[src/rtl/instruction_memory_sync.sv]
// LEGv8 instruction memory: byte array read as big-endian words, one-entry
// registered fetch output with valid/ready, and a word-wide program-load port.
module instruction_memory_sync #(
  parameter int unsigned ADDR_WIDTH  = 64,
  parameter int unsigned DEPTH_BYTES = 256,
  parameter logic [31:0] FAULT_INSTR = 32'h0000_0000
) (
  input  logic                  clk,
  input  logic                  reset,
  input  logic [ADDR_WIDTH-1:0] fetch_pc,
  input  logic                  fetch_req,
  output logic                  fetch_ready,
  output logic [31:0]           instr,
  output logic                  instr_valid,
  input  logic                  instr_ready,
  output logic                  instr_fault,
  input  logic                  load_start,
  input  logic                  load_wr_en,
  input  logic [ADDR_WIDTH-1:0] load_addr,
  input  logic [31:0]           load_data,
  input  logic                  load_done,
  output logic                  load_busy,
  output logic [15:0]           load_count,
  output logic                  load_error
);

  localparam int unsigned IDX_W = (DEPTH_BYTES > 1) ? $clog2(DEPTH_BYTES) : 1;
  // Highest legal word address; compared at full ADDR_WIDTH so nothing wraps.
  localparam logic [ADDR_WIDTH-1:0] LAST_WORD = ADDR_WIDTH'(DEPTH_BYTES - 4);

  typedef enum logic {
    RUN  = 1'b0,
    LOAD = 1'b1
  } state_t;

  state_t state, stateNext;

  logic [7:0] mem [DEPTH_BYTES];

  logic             fetchOk, loadOk, fetchAccept, loadWrite, loadReject;
  logic [IDX_W-1:0] fetchIdx, loadIdx;
  logic [31:0]      readWord;

  assign fetchOk  = (fetch_pc[1:0] == 2'b00) && (fetch_pc <= LAST_WORD);
  assign loadOk   = (load_addr[1:0] == 2'b00) && (load_addr <= LAST_WORD);
  assign fetchIdx = fetchOk ? fetch_pc[IDX_W-1:0] : '0;
  assign loadIdx  = loadOk ? load_addr[IDX_W-1:0] : '0;

  assign readWord = {mem[fetchIdx],
                     mem[fetchIdx + IDX_W'(1)],
                     mem[fetchIdx + IDX_W'(2)],
                     mem[fetchIdx + IDX_W'(3)]};

  assign fetch_ready = (state == RUN) && (!instr_valid || instr_ready);
  assign fetchAccept = fetch_req && fetch_ready;

  // load_start in LOAD restarts the session, so a coincident write is not taken.
  assign loadWrite  = !reset && (state == LOAD) && load_wr_en && !load_start && loadOk;
  assign loadReject = (state == LOAD) && load_wr_en && !load_start && !loadOk;

  always_comb begin
    stateNext = state;
    if (load_start)
      stateNext = LOAD;
    else if (load_done)
      stateNext = RUN;
  end

  always_ff @(posedge clk) begin
    if (reset)
      state <= RUN;
    else
      state <= stateNext;
  end

  always_ff @(posedge clk) begin
    if (reset) begin
      load_busy  <= 1'b0;
      load_count <= '0;
      load_error <= 1'b0;
    end else begin
      load_busy <= (stateNext == LOAD);
      if (load_start) begin
        load_count <= '0;
        load_error <= 1'b0;
      end else begin
        if (loadWrite && (load_count != '1))
          load_count <= load_count + 16'd1;
        if (loadReject)
          load_error <= 1'b1;
      end
    end
  end

  always_ff @(posedge clk) begin
    if (loadWrite) begin
      for (int unsigned b = 0; b < 4; b++)
        mem[loadIdx + IDX_W'(b)] <= load_data[31 - 8*b -: 8];
    end
  end

  always_ff @(posedge clk) begin
    if (reset) begin
      instr       <= '0;
      instr_valid <= 1'b0;
      instr_fault <= 1'b0;
    end else if (fetchAccept) begin
      instr       <= fetchOk ? readWord : FAULT_INSTR;
      instr_valid <= 1'b1;
      instr_fault <= !fetchOk;
    end else if (instr_valid && instr_ready) begin
      instr_valid <= 1'b0;
      instr_fault <= 1'b0;
    end
  end

endmodule

[config.mk]
export PLATFORM = sky130hd
export DESIGN_NAME = instruction_memory_sync
export DESIGN_NICKNAME = d
export VERILOG_FILES = /design/src/rtl/instruction_memory_sync.sv
export SDC_FILE = /design/constraint.sdc
export NUM_CORES = 2
export LEC_CHECK = 0
export BUFFER_PORTS_ARGS = -buffer_cell sky130_fd_sc_hd__buf_4
export CAP_MARGIN = 0
export CORE_MARGIN = 2
export CORE_UTILIZATION = 50
export DETAILED_ROUTE_END_ITERATION = 8
export PLACE_DENSITY_LB_ADDON = 0.2
export SLEW_MARGIN = 5
export SYNTH_ARGS = -nofsm -noshare
export SYNTH_HDL_FRONTEND = slang
export SYNTH_SLANG_ARGS = --single-unit
export TNS_END_PERCENT = 30
[constraint.sdc]
create_clock -name clk -period 5.1 [get_ports clk]
set_clock_uncertainty 0.2 [all_clocks]
set_input_delay 0.255 -clock clk [delete_from_list [all_inputs] [get_ports clk]]
set_output_delay 0.255 -clock clk [all_outputs]
set_load 0.05 [all_outputs]
==> impl_metrics.json <==
{
  "finalPower_mw": 39.1,
  "maximum_buffer_depth_of_the_clock_tree": 3,
  "report.final.hold_viol_count": 0,
  "required_worst_endpoint_ns": 5.70,
  "path_cells": "buf_4, or4_1, nor4b_4, nand4_4, xnor2_4, buf_12, buf_4, buf_4, mux2i_1, mux2i_1, o2111ai_1, o41ai_1, o21ai_0, a31oi_1",
  "core_region_area_um2": 228000,
  "rsz0062_at_grt": "no",
  "drt-pass1-iter-count": 7,
  "drc": 0,
  "total_via_count_after_detailed_routing": 82500,
  "synth.yosys.warnings": 0,
  "synth-edff-count": 2048,
  "grt.overflow.total": 0,
  "clk_tree_root_cell": "sky130_fd_sc_hd__clkbuf_16",
  "worst-path-max-fanout": 18,
  "final_util_pct": 56.1,
  "critPathTopFamily": "compound AO/OA/AOI/OAI gates",
  "layout.cells.non_filler": 12000,
  "tritoncts": "done",
  "grt_start_max_net_pins": 431,
  "replace_congestion": 1.06,
  "dpl_cell_area_um2": 120000,
  "vdd_drop_max_mv": 0.315,
  "final_cell_area_um2": 128000,
  "relSlewSlack_pct": -193,
  "worstSetupPathType": "input port to flop",
  "start_util_pct": 50.4,
  "area_growth_synth_to_finish_pct": 11.3,
  "yosys_most_used_dff": "sky130_fd_sc_hd__edfxtp_1",
  "htree_num_levels": 4,
  "worstMarginPinSlew_ns": 4.36,
  "post_synth_num_cell_types": 82,
  "drv.max_cap_violation_count": 2,
  "synthDominantCellAreaShare_pct": 53.5,
  "failed_checks": "capacitance limit, slew limit",
  "ioPinCount": 220,
  "setup-violations-final": 0,
  "crit_path_start_kind": "input port",
  "share_of_layout_cells_above_drive_strength_1_pct": 33.4,
  "clock_insertion_delay_worst_skew_ns": 0.92,
  "max_freq_ghz": 0.204,
  "worst-endpoint-arrival_ns": 5.51,
  "fillerInstances": 18600,
  "grt_pass1_wl_um": 615000,
  "timing.critical_path.slowest_stage_cell": "sky130_fd_sc_hd__o41ai_1",
  "die_width_um": 483,
  "fp.dieArea_um2": 234000,
  "hold_slack_ns": 0.0626,
  "cell_area_power_density_nw_per_um2": 306,
  "post-synth-top-area-cell": "sky130_fd_sc_hd__edfxtp_1",
  "fin_nets": 8931,
  "cts_buffers": 225,
  "detailedRoute.firstIterationViolations": 13200,
  "std_cell_rows": 175,
  "min_period_ns": 4.91,
  "vias_per_cell": 6.89,
  "p_leak_nw": 43.3,
  "dp_cells": 11500,
  "hold_path.class": "input port to flop",
  "critical_path_buffer_and_inverter_count": 4,
  "ys_ff_latch": 2100,
  "timing.critical_path.slowest_cell_delay_ns": 0.90,
  "ys_top_cells_by_area": "sky130_fd_sc_hd__edfxtp_1 (54%), sky130_fd_sc_hd__mux2_2 (14%), sky130_fd_sc_hd__mux4_2 (8.3%)",
  "post_synth_inst_count": 9113,
  "end_kind": "flop",
  "cts_post_setup_buffers_inserted": 0,
  "synthesis.area_per_instance_um2": 12.6,
  "post-route-period-util_pct": 96.2,
  "drtAntennaViolNets": 0,
  "finalWirelength_um": 444000,
  "die_height_um": 483,
  "grt_pass1_vias": 77600,
  "detail_route.wl_per_cell_um": 37.1,
  "critical-path-top-cell-by-count": "sky130_fd_sc_hd__buf_4",
  "outcome": "complete, but fails checks",
  "numPortBuffers": 219,
  "synth_async_sr_flop_share_pct": 0,
  "grt_usage_pct": 37.2,
  "final_max_slew_viol_count": 99,
  "place_hpwl_um": 294000,
  "cts_sinks": 2100,
  "clock_pin_slew_on_the_worst_setup_and_hold_paths_ns": 0.06,
  "grt_antenna_before_repair": 45,
  "mappedNetlistArea_um2": 115000,
  "ys_seq_area_share_pct": 54.5
}
-- layout by cell type (no fill, tap or decap), types with 25 or more instances in the layout --
master / synthesis / routed
sky130_fd_sc_hd__buf_12: 0 / 51
sky130_fd_sc_hd__clkbuf_1: 1169 / 56
sky130_fd_sc_hd__a211oi_1: 73 / 73
sky130_fd_sc_hd__a31oi_1: 73 / 73
sky130_fd_sc_hd__nor2_1: 465 / 452
sky130_fd_sc_hd__buf_4: 28 / 684
sky130_fd_sc_hd__clkinv_2: 0 / 37
sky130_fd_sc_hd__bufinv_16: 0 / 25
sky130_fd_sc_hd__mux2_2: 1434 / 1434
sky130_fd_sc_hd__nand3_1: 224 / 224
sky130_fd_sc_hd__dfxtp_1: 52 / 52
sky130_fd_sc_hd__dlygate4sd3_1: 0 / 50
sky130_fd_sc_hd__a21oi_1: 183 / 179
sky130_fd_sc_hd__a2111oi_0: 28 / 28
sky130_fd_sc_hd__edfxtp_1: 2048 / 2048
sky130_fd_sc_hd__o22ai_1: 83 / 83
sky130_fd_sc_hd__mux4_2: 423 / 423
sky130_fd_sc_hd__nor4_1: 81 / 79
sky130_fd_sc_hd__nand4_1: 72 / 72
sky130_fd_sc_hd__o221ai_1: 32 / 32
sky130_fd_sc_hd__o21ai_0: 124 / 116
sky130_fd_sc_hd__or3_1: 36 / 35
sky130_fd_sc_hd__clkbuf_16: 0 / 226
sky130_fd_sc_hd__clkinv_1: 20 / 60
sky130_fd_sc_hd__and3_1: 82 / 82
sky130_fd_sc_hd__o2111ai_1: 34 / 34
sky130_fd_sc_hd__nand2_1: 1215 / 1208
sky130_fd_sc_hd__mux2i_1: 413 / 413
sky130_fd_sc_hd__nor3_1: 109 / 105
-- tightest hold or removal path, cell delays in order --
cell	delay [ns]
sky130_fd_sc_hd__buf_4	0.13
sky130_fd_sc_hd__xnor2_1	0.11
sky130_fd_sc_hd__nand3_1	0.09
sky130_fd_sc_hd__buf_4	0.25
sky130_fd_sc_hd__nor2_1	0.13
-- through the flow --
| step | setup WS (ns) | setup TNS [ns] |
|---|---|---|
| 2_1_floorplan | 1.07 | 0 |
| 4_1_cts | 0.659 | 0 |
| 6_report | 0.194 | 0 |
| 3_3_place_gp | -0.235 | -0.821 |
| 3_5_place_dp | -0.276 | -0.939 |
| 5_1_grt | 0.296 | 0 |
-- power by group --
group          total, mW  switching [mW]  internal [mW]  leakage (nW)
clock network       16.9            7.34           9.55          3.63
logic               3.32            2.08           1.24          20.9
registers           18.9         0.00159           18.9          18.8
-- per-layer routing --
metal / up-vias / wire length [µm] / global-route usage, %
li1: 33400 / - / -
met1: 41800 / 163000 / 49.6
met2: 5906 / 192000 / 54.5
met3: 1260 / 56900 / 10.4
met4: 34 / 31200 / 21.4
met5: - / 232 / 0
-- logic make-up (layout without fill, tap and decap cells) --
kind of cell	Yosys count	count (layout)	synth area share (%)
buf+inv	1418	1249	4.82
fa+ha+maj	7	7	0.0763
flops	2100	2100	54.5
simple gates	2420	2420	9.32
other cells	2	24	0.00654
mux	2270	2270	26.0
compound gates	861	861	5.09
xor+xnor	35	35	0.290
-- state kept, by name, summed over array words and instances (netlist names) --
signal / cells
load_count: 16
instr: 32
instr_fault: 1
load_busy: 1
instr_valid: 1
load_error: 1
mem: 2048
-- area by class of cell --
type / instances / area, µm² / share of cell area (%)
Multi-Input combinational cell: 5601 / 47000 / 36.8
Timing Repair Buffer: 793 / 6780 / 5.30
Antenna cell: 16 / 40.0 / 0.0313
Clock inverter: 133 / 1600 / 1.25
Sequential cell: 2100 / 62500 / 48.9
Clock buffer: 287 / 5930 / 4.64
Inverter: 36 / 135 / 0.106
Tap cell: 3009 / 3760 / 2.95
-- worst paths after layout --
| check | start | to | slack [ns] | cells past startpoint |
|---|---|---|---|---|
| setup / recovery | fetch_pc[11] | instr[16]$_SDFFE_PP0P_ | 0.19 | 14 |
| hold / removal | load_addr[5] | mem[22][7]$_DFFE_PP_ | 0.06 | 5 |
| setup reg to reg | instr_valid$_SDFFE_PP0P_ | instr[20]$_SDFFE_PP0P_ | 1.09 | 9 |
| hold reg to reg | load_count[5]$_SDFFE_PP0P_ | load_count[5]$_SDFFE_PP0P_ | 0.32 | 2 |
-- Yosys cell counts (20+ instances only) --
library cell,count
sky130_fd_sc_hd__o221ai_1,32
sky130_fd_sc_hd__a311oi_1,22
sky130_fd_sc_hd__and3_1,82
sky130_fd_sc_hd__nand2_1,1215
sky130_fd_sc_hd__buf_1,123
sky130_fd_sc_hd__edfxtp_1,2048
sky130_fd_sc_hd__clkbuf_1,1169
sky130_fd_sc_hd__mux2i_1,413
sky130_fd_sc_hd__clkinv_1,20
sky130_fd_sc_hd__buf_4,28
sky130_fd_sc_hd__mux4_2,423
sky130_fd_sc_hd__nor4_1,81
sky130_fd_sc_hd__a211oi_1,73
sky130_fd_sc_hd__nand3_1,224
sky130_fd_sc_hd__or3_1,36
sky130_fd_sc_hd__dfxtp_1,52
sky130_fd_sc_hd__o21ai_0,124
sky130_fd_sc_hd__a2111oi_0,28
sky130_fd_sc_hd__nor3_1,109
sky130_fd_sc_hd__nor2_1,465
sky130_fd_sc_hd__a22oi_1,21
sky130_fd_sc_hd__o22ai_1,83
sky130_fd_sc_hd__a21oi_1,183
sky130_fd_sc_hd__buf_2,57
sky130_fd_sc_hd__o2111ai_1,34
sky130_fd_sc_hd__a31oi_1,73
sky130_fd_sc_hd__nand4_1,72
sky130_fd_sc_hd__nand3b_1,23
sky130_fd_sc_hd__mux2_2,1434
-- repair_timing --
action / CTS / global route
endpoints found under the setup margin: 0 / 0
gates resized for setup: 0 / 0
hold buffers: 50 / 0
endpoints found under the hold margin: 872 / 0
Power figures use the tool's default switching activity.
